**src/rtl/k16_panel_scan.sv**
```systemverilog
// Front-panel scanner: walks 8 slots at a fixed rate, drives the LED nibble for each
// slot, assembles the switch nibbles into frames and debounces them frame-by-frame.
module k16_panel_scan #(
    parameter int DIVISOR  = 500000,
    parameter int DEBOUNCE = 3
) (
    input  logic        clk,
    input  logic        reset,
    input  logic [3:0]  io_switches,
    input  logic [15:0] addr_leds,
    input  logic [15:0] data_leds,
    output logic [2:0]  io_addr,
    output logic [3:0]  io_leds,
    output logic [15:0] addr_switches,
    output logic [15:0] ctrl_switches,
    output logic [15:0] ctrl_event,
    output logic        frame_done
);
    localparam logic [31:0] DIV_LAST      = 32'(DIVISOR - 1);
    localparam logic [3:0]  MATCH_MAX     = 4'(DEBOUNCE - 1);
    localparam logic [3:0]  COMMIT_AT     = 4'((DEBOUNCE >= 2) ? DEBOUNCE - 2 : 0);
    localparam bit          ALWAYS_COMMIT = (DEBOUNCE == 1);

    logic [31:0] r_count;
    logic [2:0]  r_addr;
    logic [3:0]  r_leds;
    logic [31:0] r_raw;
    logic [31:0] r_prev;
    logic [3:0]  r_match;
    logic [15:0] r_addr_sw;
    logic [15:0] r_ctrl_sw;
    logic [15:0] r_event;
    logic        r_done;
    logic        r_done_pend;
    logic        r_commit_pend;
    logic [31:0] r_pend_frame;

    logic        w_tick;
    logic [2:0]  w_next_addr;
    logic [31:0] w_frame;
    logic [31:0] w_led_word;
    logic [3:0]  w_led_nibble;
    logic        w_frame_end;
    logic        w_same;
    logic        w_commit;

    assign w_tick      = (r_count == DIV_LAST);
    assign w_next_addr = r_addr + 3'd1;
    assign w_frame_end = w_tick && (r_addr == 3'd7);
    assign w_led_word  = {data_leds, addr_leds};

    // Frame layout: slots 0-3 fill the address half [15:0], slots 4-7 the control half [31:16].
    always_comb begin
        w_frame = r_raw;
        w_frame[{r_addr, 2'b00} +: 4] = ~io_switches;
    end

    always_comb begin
        w_led_nibble = w_led_word[{w_next_addr, 2'b00} +: 4];
    end

    assign w_same   = (w_frame == r_prev);
    assign w_commit = ALWAYS_COMMIT || (w_same && (r_match == COMMIT_AT));

    always_ff @(posedge clk) begin
        if (reset) begin
            r_count       <= 32'd0;
            r_addr        <= 3'd0;
            r_leds        <= 4'd0;
            r_raw         <= 32'd0;
            r_prev        <= 32'd0;
            r_match       <= 4'd0;
            r_addr_sw     <= 16'd0;
            r_ctrl_sw     <= 16'd0;
            r_event       <= 16'd0;
            r_done        <= 1'b0;
            r_done_pend   <= 1'b0;
            r_commit_pend <= 1'b0;
            r_pend_frame  <= 32'd0;
        end else begin
            r_count       <= w_tick ? 32'd0 : r_count + 32'd1;
            r_done_pend   <= w_frame_end;
            r_commit_pend <= w_frame_end && w_commit;

            if (w_tick) begin
                r_raw  <= w_frame;
                r_addr <= w_next_addr;
                r_leds <= w_led_nibble;
            end

            if (w_frame_end) begin
                r_prev       <= w_frame;
                r_pend_frame <= w_frame;
                if (!w_same) begin
                    r_match <= 4'd0;
                end else if (r_match != MATCH_MAX) begin
                    r_match <= r_match + 4'd1;
                end
            end

            // Commit lands one clock after the frame-end edge, together with frame_done.
            r_done  <= r_done_pend;
            r_event <= r_commit_pend ? (r_pend_frame[31:16] & ~r_ctrl_sw) : 16'd0;
            if (r_commit_pend) begin
                r_addr_sw <= r_pend_frame[15:0];
                r_ctrl_sw <= r_pend_frame[31:16];
            end
        end
    end

    assign io_addr       = r_addr;
    assign io_leds       = r_leds;
    assign addr_switches = r_addr_sw;
    assign ctrl_switches = r_ctrl_sw;
    assign ctrl_event    = r_event;
    assign frame_done    = r_done;
endmodule

```
**config.mk**
```make
export PLATFORM = sky130hd
export DESIGN_NAME = k16_panel_scan
export DESIGN_NICKNAME = d
export VERILOG_FILES = /design/src/rtl/k16_panel_scan.sv
export SDC_FILE = /design/constraint.sdc
export NUM_CORES = 1
export LEC_CHECK = 0
export BUFFER_PORTS_ARGS = -buffer_cell sky130_fd_sc_hd__buf_2
export CAP_MARGIN = 15
export CORE_ASPECT_RATIO = 0.5
export CORE_MARGIN = 1.5
export CORE_UTILIZATION = 25
export DETAILED_ROUTE_END_ITERATION = 8
export PLACE_DENSITY = 0.44
export SLEW_MARGIN = 20
export SYNTH_ARGS = -nofsm -noshare
export SYNTH_HDL_FRONTEND = slang
export SYNTH_SLANG_ARGS = --single-unit
```
**constraint.sdc**
```tcl
create_clock -name clk -period 3.95 [get_ports clk]
set_clock_uncertainty 0.05 [all_clocks]
set_input_delay 0.1975 -clock clk [delete_from_list [all_inputs] [get_ports clk]]
set_output_delay 0.1975 -clock clk [all_outputs]
set_load 0.005 [all_outputs]
```
==> results of run 1 <==
per-stage QoR:
stage                     cell area (sq um)  setup WS (ns)  std cells  power, W  hold WS (ns)
after global placement                 8250          0.619       1307   0.00173         0.377
after floorplan                        7380          0.184        862   0.00169         0.364
after global routing                   8870          0.276       1339   0.00355        0.0928
after CTS                              8870          0.507       1339   0.00346        0.0818
after detailed placement               8250          0.546       1307   0.00174         0.385
final                                  8870          0.486       1339   0.00340        0.0943
power groups by stage:
| stage | clock (W) | combinational, W | sequential [W] |
|---|---|---|---|
| 5_1_grt | 0.00184 | 0.000111 | 0.00160 |
| 4_1_cts | 0.00176 | 0.000102 | 0.00160 |
| 2_1_floorplan | 0 | 0.0000608 | 0.00163 |
| 6_report | 0.00170 | 0.000101 | 0.00160 |
| 3_5_place_dp | 0 | 0.000102 | 0.00163 |
| 3_3_place_gp | 0 | 0.000101 | 0.00163 |
layout by cell type, fill, tap and decap left out, types with 3 or more instances in the layout:
| cell | count |
|---|---|
| ha_1 | 9 |
| a21oi_1 | 62 |
| clkbuf_8 | 3 |
| clkbuf_16 | 17 |
| a211oi_1 | 33 |
| buf_4 | 18 |
| mux2i_1 | 44 |
| or3_1 | 5 |
| nor3_1 | 14 |
| dfxtp_1 | 157 |
| mux4_2 | 8 |
| nand2_1 | 65 |
| xor2_1 | 29 |
| nor4_1 | 5 |
| inv_6 | 6 |
| nor2_1 | 173 |
| nor4b_1 | 3 |
| o211ai_1 | 18 |
| nand4_1 | 12 |
| nor3b_1 | 16 |
| inv_1 | 24 |
| a2111oi_0 | 3 |
| buf_2 | 92 |
| and3_1 | 12 |
| o22ai_1 | 4 |
| o21ai_0 | 10 |
| nor2b_1 | 8 |
| xnor2_1 | 19 |
| nand2b_1 | 10 |
| mux2_2 | 4 |
| and4_1 | 3 |
| and2_1 | 5 |
| nand3_1 | 14 |
| or2_2 | 5 |
sequential cells by signal, indices dropped and copies added (netlist names):
register	count
io_leds	4
r_count	32
addr_switches	16
r_raw	32
io_addr	3
r_commit_pend	1
r_match	4
ctrl_switches	16
r_pend_frame	32
frame_done	1
ctrl_event	16
r_done_pend	1
cells by family (layout without fill, tap and decap cells):
group / count (synthesis) / in the layout / share of synthesized area [%]
AOI/OAI and AO/OA: 148 / 148 / 13.0
xor gates and xnor gates: 48 / 48 / 5.70
adders and majority gates: 9 / 9 / 1.53
buffers and inverters: 80 / 166 / 4.19
DFF: 158 / 158 / 42.9
muxes: 57 / 57 / 9.17
and+or+nand+nor: 362 / 362 / 23.6
critical path, cell delays in order, from the launching register on:
cell	delay, ns
dfxtp_1	0.42
inv_1	0.07
ha_1	0.21
ha_1	0.45
nor4bb_2	0.41
mux2_1	0.40
xor2_1	0.16
or4_1	0.56
nor4_4	0.30
nand3_1	0.18
o211ai_1	0.19
how the worst min path moves through the flow:
| stage | endpoint | slack, ns |
|---|---|---|
| after detailed placement | frame_done | 0.38 |
| after floorplan | frame_done | 0.36 |
| after global routing | r_raw[27] | 0.09 |
| final | r_raw[27] | 0.09 |
| after global placement | ctrl_event[14] | 0.38 |
| after CTS | r_raw[27] | 0.08 |
area by class of cell:
type                    instances  area (sq um)
fillers                      3098         20100
repair buffers                110           596
flip-flops and latches        158          3160
inverters                      24          90.1
multi-input cells             624          3920
clock buffers                  20           467
well taps                     391           489
clock inverters                12           148
cells in the mapped netlist (all sizes together) (14+ instances only):
library cell	number	area [sq um]
inv	24	90.1
clkbuf	45	169
nand3	14	70.1
nor3b	16	120
o211ai	18	135
a211oi	33	248
nor3	14	70.1
a21oi	62	310
xnor2	19	166
dfxtp	158	3160
mux2i	44	440
nand2	66	248
xor2	29	254
nor2	173	649
routing by layer:
layer	up-vias	GRT usage, %
met5	-	0
met4	0	4.29
met3	16	3.68
li1	3148	-
met2	74	20.0
met1	2989	18.5
==> results.yml, run 1 <==
status:
  status: "completed"
yosys:
  syn_inst: 862
  synthFlopType: "dfxtp_1"
  synth_edf_count: 0
  yosysSeqAreaShare_pct: 42.9
  synth.avg_cell_area_sq_um: 8.56
  async_flop_share_pct: 0
  synth_seq_cells: 158
  yosys_warnings: 0
  yosys.cell_types.count: 61
  syn_nets: 909
  syn_area_sq_um: 7380
sta:
  timing_hold_violations_final: 0
  tightest_slew_ns: 0.911
  finalSetupTns_ns: 0
  fin_crit_ns: 3.46
  max_freq_mhz: 289
  slew_headroom_pct: 39.0
  setup_viol: 0
  drv_slew: 0
  rsz0062_at_grt: "false"
  post-route-period-util_pct: 87.7
hold_path:
  hold_path_class: "in2reg"
  min-delay-start: "io_switches[3]"
  min_path_cells: 2
critical_path:
  end_kind: "register"
  path_class: "reg2reg"
  r2r-start: "io_addr[1]"
  crit_arrival_ns: 3.78
  startpoint_type: "register"
  critPathRequiredTime_ns: 4.27
  cp-endpoint: "r_match[3]"
  r2r_slack_ns: 0.49
  r2r_end: "r_match[3]"
  cp_max_fo: 7
  r2r_cells: 10
  cp-startpoint: "io_addr[1]"
clock_network:
  cts-buffers-inserted: 17
  post_cts.repair.setup_buffers: 0
  hold_buffers: 0
  insertion_delay_ns: 0.44
  cts.sinks: 158
  clockBufferDepth: 2
  cts_root_buf: "clkbuf_16"
  h-tree-depth: 4
  cts_tree: "built"
  cts-resized-gates: 0
  path_clk_slew_ns: 0.06
routing:
  met2WireLength_microns: 8780
  drt_wl_total_microns: 19700
  route.detailed.drc: 0
  met1Wirelength_microns: 10100
  wire_per_inst_microns: 14.7
  vias_per_cell: 4.65
  route.met3.wl_microns: 675
  firstDrtPassIters: 5
  vias: 6227
  postRouteAntennaNets: 0
  drt_iter0_drc: 342
  highest-signal-layer: "met4"
pwr:
  p_seq_share_pct: 47.0
  power_density_nw_per_um2: 384
  swShare_pct: 22.7
  p_sw_w: 0.000773
  clkPwrFrac_pct: 50.1
  total_leakage_power_nw: 3.26
  intPower_w: 0.00263
  vdd.ir_drop.worst_v: 0.000297
  power_frac_comb_pct: 3.0
place:
  hpwl_microns: 14000
  port_buffers: 93
  gp_congestion: 0.816
final_layout:
  nets: 982
  antenna_cells: 0
  final_util_pct: 30.6
  syn_to_final_growth_pct: 20.2
  drive_gt1_share_pct: 17.9
die:
  initial_core_util_pct: 25.4
  ios: 94
  core_area_sq_um: 29000
  die_x_microns: 246
  die_y_microns: 124
  die_area_sq_um: 30600
  rows: 44
global_routing:
  grt_max_degree: 57
  grt_pass1_vias: 5847
  overflow: 0
  antenna_found_initial: 0
  grt_pass1_wl_microns: 32000
  track_usage_pct: 13.4
run:
  cap_violations: 0
Power figures use the tool's default switching activity.
==> inputs of run 2 (changes only) <==
--- a/config.mk
+++ b/config.mk
@@ -11,6 +11,7 @@
 export CORE_MARGIN = 1.5
 export CORE_UTILIZATION = 25
 export DETAILED_ROUTE_END_ITERATION = 8
+export MAX_ROUTING_LAYER = met4
 export PLACE_DENSITY = 0.44
 export SLEW_MARGIN = 20
 export SYNTH_ARGS = -nofsm -noshare
==> results.yml, run 2 (synthesis results as in run 1) <==
sta:
  tightest_slew_ns: 0.906
  finalSetupTns_ns: 0
  timing_hold_violations_final: 0
  drv_slew: 0
  layout_setup_ws_ns: 0.478
  slew_headroom_pct: 39.4
  rsz0062_at_grt: "false"
  fin_crit_ns: 3.47
  post-route-period-util_pct: 87.9
  hold_slack_ns: 0.0938
  max_freq_mhz: 288
  setup_viol: 0
final_layout:
  antenna_cells: 0
  largest_registers: "r_count: 32 flops, r_pend_frame: 32 flops, r_raw: 32 flops"
  syn_to_final_growth_pct: 20.2
  final_util_pct: 30.6
  final_cell_mix: "173 x nor2_1, 157 x dfxtp_1, 92 x buf_2"
  layout_commonest_cell: "nor2_1"
  nets: 982
  design_area_sq_um: 8870
  drive_gt1_share_pct: 17.9
clock_network:
  path_clk_slew_ns: 0.07
  hold_buffers: 0
  post_cts.repair.setup_buffers: 0
  cts_root_buf: "clkbuf_16"
  insertion_delay_ns: 0.44
  cts-buffers-inserted: 17
  cts-resized-gates: 0
  h-tree-depth: 4
  cts.sinks: 158
  cts_tree: "built"
  clockBufferDepth: 2
die:
  die_y_microns: 124
  die_x_microns: 246
  ios: 94
  initial_core_util_pct: 25.4
  die_area_sq_um: 30600
  core_area_sq_um: 29000
  rows: 44
critical_path:
  path_class: "reg2reg"
  r2r_cells: 10
  crit_family: "simple AND/OR/NAND/NOR gates"
  cp_max_fo: 7
  r2r_end: "r_match[3]"
  crit_chain: "inv_1 -> ha_1 -> ha_1 -> nor4bb_2 -> mux2_1 -> xor2_1 -> or4_1 -> nor4_4 -> nand3_1 -> o211ai_1"
  critPathMaxStageDelay_ns: 0.56
  crit_arrival_ns: 3.79
  end_kind: "register"
  r2r-start: "io_addr[1]"
  critPathRequiredTime_ns: 4.27
  crit_buf_inv: 1
  crit_slowest_cell: "or4_1"
  r2r_slack_ns: 0.48
  crit_path_frequent_cell: "ha_1"
  startpoint_type: "register"
routing:
  postRouteAntennaNets: 0
  vias_per_cell: 4.66
  firstDrtPassIters: 4
  drt_iter0_drc: 336
  wire_per_inst_microns: 14.7
  vias: 6242
  drt_wl_total_microns: 19700
  route.detailed.drc: 0
global_routing:
  overflow: 0
  grt_pass1_vias: 5852
  grt_max_degree: 57
  grt_pass1_wl_microns: 31900
  track_usage_pct: 13.8
  antenna_found_initial: 0
place:
  postPlaceCellArea_sq_um: 8250
  place_ws_ns: 0.546
  hpwl_microns: 14000
  gp_congestion: 0.828
  port_buffers: 93
hold_path:
  min_path_cells: 2
  whs_endpoint: "r_raw[27]"
  hold_path_class: "in2reg"
  min-delay-start: "io_switches[3]"
pwr:
  swShare_pct: 22.8
  vdd.ir_drop.worst_v: 0.000297
  clkPwrFrac_pct: 50.1
  p_seq_share_pct: 46.9
  total_leakage_power_nw: 3.26
  p_sw_w: 0.000776
  power_density_nw_per_um2: 384
  power_frac_comb_pct: 3.0
  intPower_w: 0.00263
run:
  cap_violations: 0
status:
  status: "completed"
==> run 2: cell counts in the layout (fill, tap and decap cells not counted) <==
No cell type changed its count.
==> run 2: layout make-up <==
cell class	instances	area, sq um
Timing Repair Buffer	110	596
Sequential cell	158	3160
Fill cell	3098	20100
Inverter	24	90.1
Clock buffer	20	467
Multi-Input combinational cell	624	3920
Tap cell	391	489
Clock inverter	12	148
==> run 2: how the worst max path moves through the flow <==
stage	startpoint	endpoint	slack (ns)	cells after the start
2_1_floorplan	io_addr[0]	r_commit_pend	0.18	12
3_3_place_gp	io_addr[1]	r_commit_pend	0.62	10
3_5_place_dp	io_addr[1]	r_commit_pend	0.55	10
4_1_cts	io_addr[1]	r_commit_pend	0.51	10
5_1_grt	io_addr[1]	r_match[3]	0.28	10
6_report	io_addr[1]	r_match[3]	0.48	10
==> run 2: per-layer routing <==
layer	up-vias	track usage [%]	wire length, microns
met5	-	-	0
met4	0	4.29	237
met3	20	3.45	720
met2	85	20.0	8730
met1	2990	18.6	10000
li1	3147	-	-
==> run 2: through the flow <==
stage	cells	power [W]
2_1_floorplan	862	0.00169
3_3_place_gp	1307	0.00173
3_5_place_dp	1307	0.00174
4_1_cts	1339	0.00346
5_1_grt	1339	0.00355
6_report	1339	0.00340
==> run 2: power groups by stage <==
stage          Clock (W)  Combinational, W  Sequential (W)
5_1_grt          0.00184          0.000112         0.00160
3_3_place_gp           0          0.000101         0.00163
3_5_place_dp           0          0.000102         0.00163
6_report         0.00171          0.000101         0.00160
4_1_cts          0.00176          0.000102         0.00160
2_1_floorplan          0         0.0000608         0.00163
==> run 2: worst reg2reg max path: cells and delay by family, from the launching register on <==
family,cells,cell delay (ns)
flip-flops,1,0.42
AND/OR/NAND/NOR,4,1.45
AO/OA/AOI/OAI,1,0.19
XOR/XNOR,1,0.16
multiplexers,1,0.40
buffers and inverters,1,0.07
adder cells (fa/ha/maj),2,0.66
==> inputs of run 3 (changes only) <==
--- a/config.mk
+++ b/config.mk
@@ -12,7 +12,7 @@
 export CORE_UTILIZATION = 25
 export DETAILED_ROUTE_END_ITERATION = 8
 export MAX_ROUTING_LAYER = met4
-export PLACE_DENSITY = 0.44
+export PLACE_DENSITY = 0.43
 export SLEW_MARGIN = 20
 export SYNTH_ARGS = -nofsm -noshare
 export SYNTH_HDL_FRONTEND = slang
==> constraint.sdc (replaced) <==
create_clock -name clk -period 3.9 [get_ports clk]
set_clock_uncertainty 0.05 [all_clocks]
set_input_delay 0.195 -clock clk [delete_from_list [all_inputs] [get_ports clk]]
set_output_delay 0.195 -clock clk [all_outputs]
set_load 0.005 [all_outputs]
==> results.yml, run 3 (synthesis results as in run 1) <==
pwr:
  vdd.ir_drop.worst_v: 0.000285
  power_frac_comb_pct: 3.0
  p_sw_w: 0.000803
  p_seq_share_pct: 47.2
  swShare_pct: 23.5
  power_density_nw_per_um2: 387
  finalPower_w: 0.00343
  clkPwrFrac_pct: 49.8
  intPower_w: 0.00262
  total_leakage_power_nw: 3.25
final_layout:
  final_cell_mix: "173 x nor2_1, 157 x dfxtp_1, 92 x buf_2"
  nets: 981
  drive_gt1_share_pct: 17.8
  syn_to_final_growth_pct: 19.8
  design_area_sq_um: 8840
  layout_commonest_cell: "nor2_1"
  largest_registers: "r_count: 32 flops, r_pend_frame: 32 flops, r_raw: 32 flops"
  antenna_cells: 0
global_routing:
  track_usage_pct: 14.1
  grt_max_degree: 50
  grt_pass1_vias: 5949
  grt_pass1_wl_microns: 32700
  overflow: 0
  antenna_found_initial: 0
sta:
  setup_viol: 0
  layout_setup_ws_ns: 0.334
  fin_crit_ns: 3.57
  post-route-period-util_pct: 91.4
  rsz0062_at_grt: "false"
  timing_hold_violations_final: 0
  finalSetupTns_ns: 0
  tightest_slew_ns: 0.846
  drv_slew: 0
  max_freq_mhz: 280
  slew_headroom_pct: 43.1
run:
  cap_violations: 0
critical_path:
  crit_family: "simple AND/OR/NAND/NOR gates"
  crit_path_frequent_cell: "ha_1"
  crit_slowest_cell: "or4_1"
  critPathRequiredTime_ns: 4.21
  end_kind: "register"
  critPathMaxStageDelay_ns: 0.56
  crit_arrival_ns: 3.87
  cp_max_fo: 10
  crit_chain: "inv_1 -> ha_1 -> ha_1 -> nor4bb_2 -> buf_4 -> mux2_1 -> xor2_1 -> or4_1 -> nor4_4 -> nand3_1 -> o211ai_1"
  startpoint_type: "register"
  crit_buf_inv: 2
  path_class: "reg2reg"
clock_network:
  path_clk_slew_ns: 0.07
  cts.sinks: 158
  post_cts.repair.setup_buffers: 0
  hold_buffers: 0
  cts-resized-gates: 0
  clockBufferDepth: 2
  cts_tree: "built"
  insertion_delay_ns: 0.44
  cts_root_buf: "clkbuf_16"
  h-tree-depth: 4
  cts-buffers-inserted: 17
routing:
  vias_per_cell: 4.62
  route.detailed.drc: 0
  drt_wl_total_microns: 20200
  drt_iter0_drc: 355
  firstDrtPassIters: 5
  postRouteAntennaNets: 0
  vias: 6176
  wire_per_inst_microns: 15.1
place:
  place_ws_ns: 0.328
  port_buffers: 93
  hpwl_microns: 14100
  postPlaceCellArea_sq_um: 8250
  gp_congestion: 0.813
die:
  rows: 44
  initial_core_util_pct: 25.4
  core_area_sq_um: 29000
  ios: 94
  die_y_microns: 124
  die_x_microns: 246
  die_area_sq_um: 30600
hold_path:
  hold_path_class: "in2reg"
status:
  status: "completed"
## run 3: cell count changes in the layout (fill, tap and decap cells not counted), sizes merged
cell / before / now
buf: 110 / 109
inv: 31 / 29
clkinv: 1 / 4
clkinvlp: 2 / 3
clkbuf: 20 / 18
## run 3: stage by stage
stage	cells	utilization, %	hold slack [ns]
floorplan	862	-	0.364
global placement	1306	28.4	0.376
detailed placement	1306	28.4	0.389
CTS	1338	30.5	0.0656
global route	1338	30.5	0.0720
finish	1338	30.5	0.0790
## run 3: power groups by stage
stage	clock (W)	combinational [W]	sequential, W
after global placement	0	0.000104	0.00165
final	0.00170	0.000104	0.00162
after floorplan	0	0.0000616	0.00165
after global routing	0.00184	0.000114	0.00162
after detailed placement	0	0.000105	0.00165
after CTS	0.00176	0.000105	0.00162
## run 3: cell type report
| class | instances | area, sq um |
|---|---|---|
| inverter | 24 | 90.1 |
| timing repair buffer | 109 | 588 |
| sequential | 158 | 3160 |
| clock inverter | 14 | 156 |
| clock buffer | 18 | 439 |
| tap | 391 | 489 |
| fill | 3064 | 20200 |
| multi-input combinational | 624 | 3920 |
## run 3: path summary, 6_finish.rpt
check / from / endpoint / slack, ns / depth (start not counted)
setup reg to reg: io_addr[1] / r_match[3] / 0.33 / 11
setup / recovery: io_addr[1] / r_match[3] / 0.33 / 11
hold reg to reg: ctrl_switches[6] / ctrl_event[6] / 0.39 / 1
hold / removal: reset / r_done_pend / 0.08 / 2
## run 3: per-layer routing
metal	vias up	track usage, %	share of wire, %
met5	-	-	0
met4	0	4.40	1.3
met3	16	2.80	2.6
met2	58	21.6	45
met1	2957	18.6	51
li1	3145	-	-
## run 3: worst register-to-register path: stages, from the launching register on
cell	delay, ns
dfxtp_1	0.42
inv_1	0.07
ha_1	0.20
ha_1	0.45
nor4bb_2	0.32
buf_4	0.22
mux2_1	0.37
xor2_1	0.15
or4_1	0.56
nor4_4	0.30
nand3_1	0.19
o211ai_1	0.20
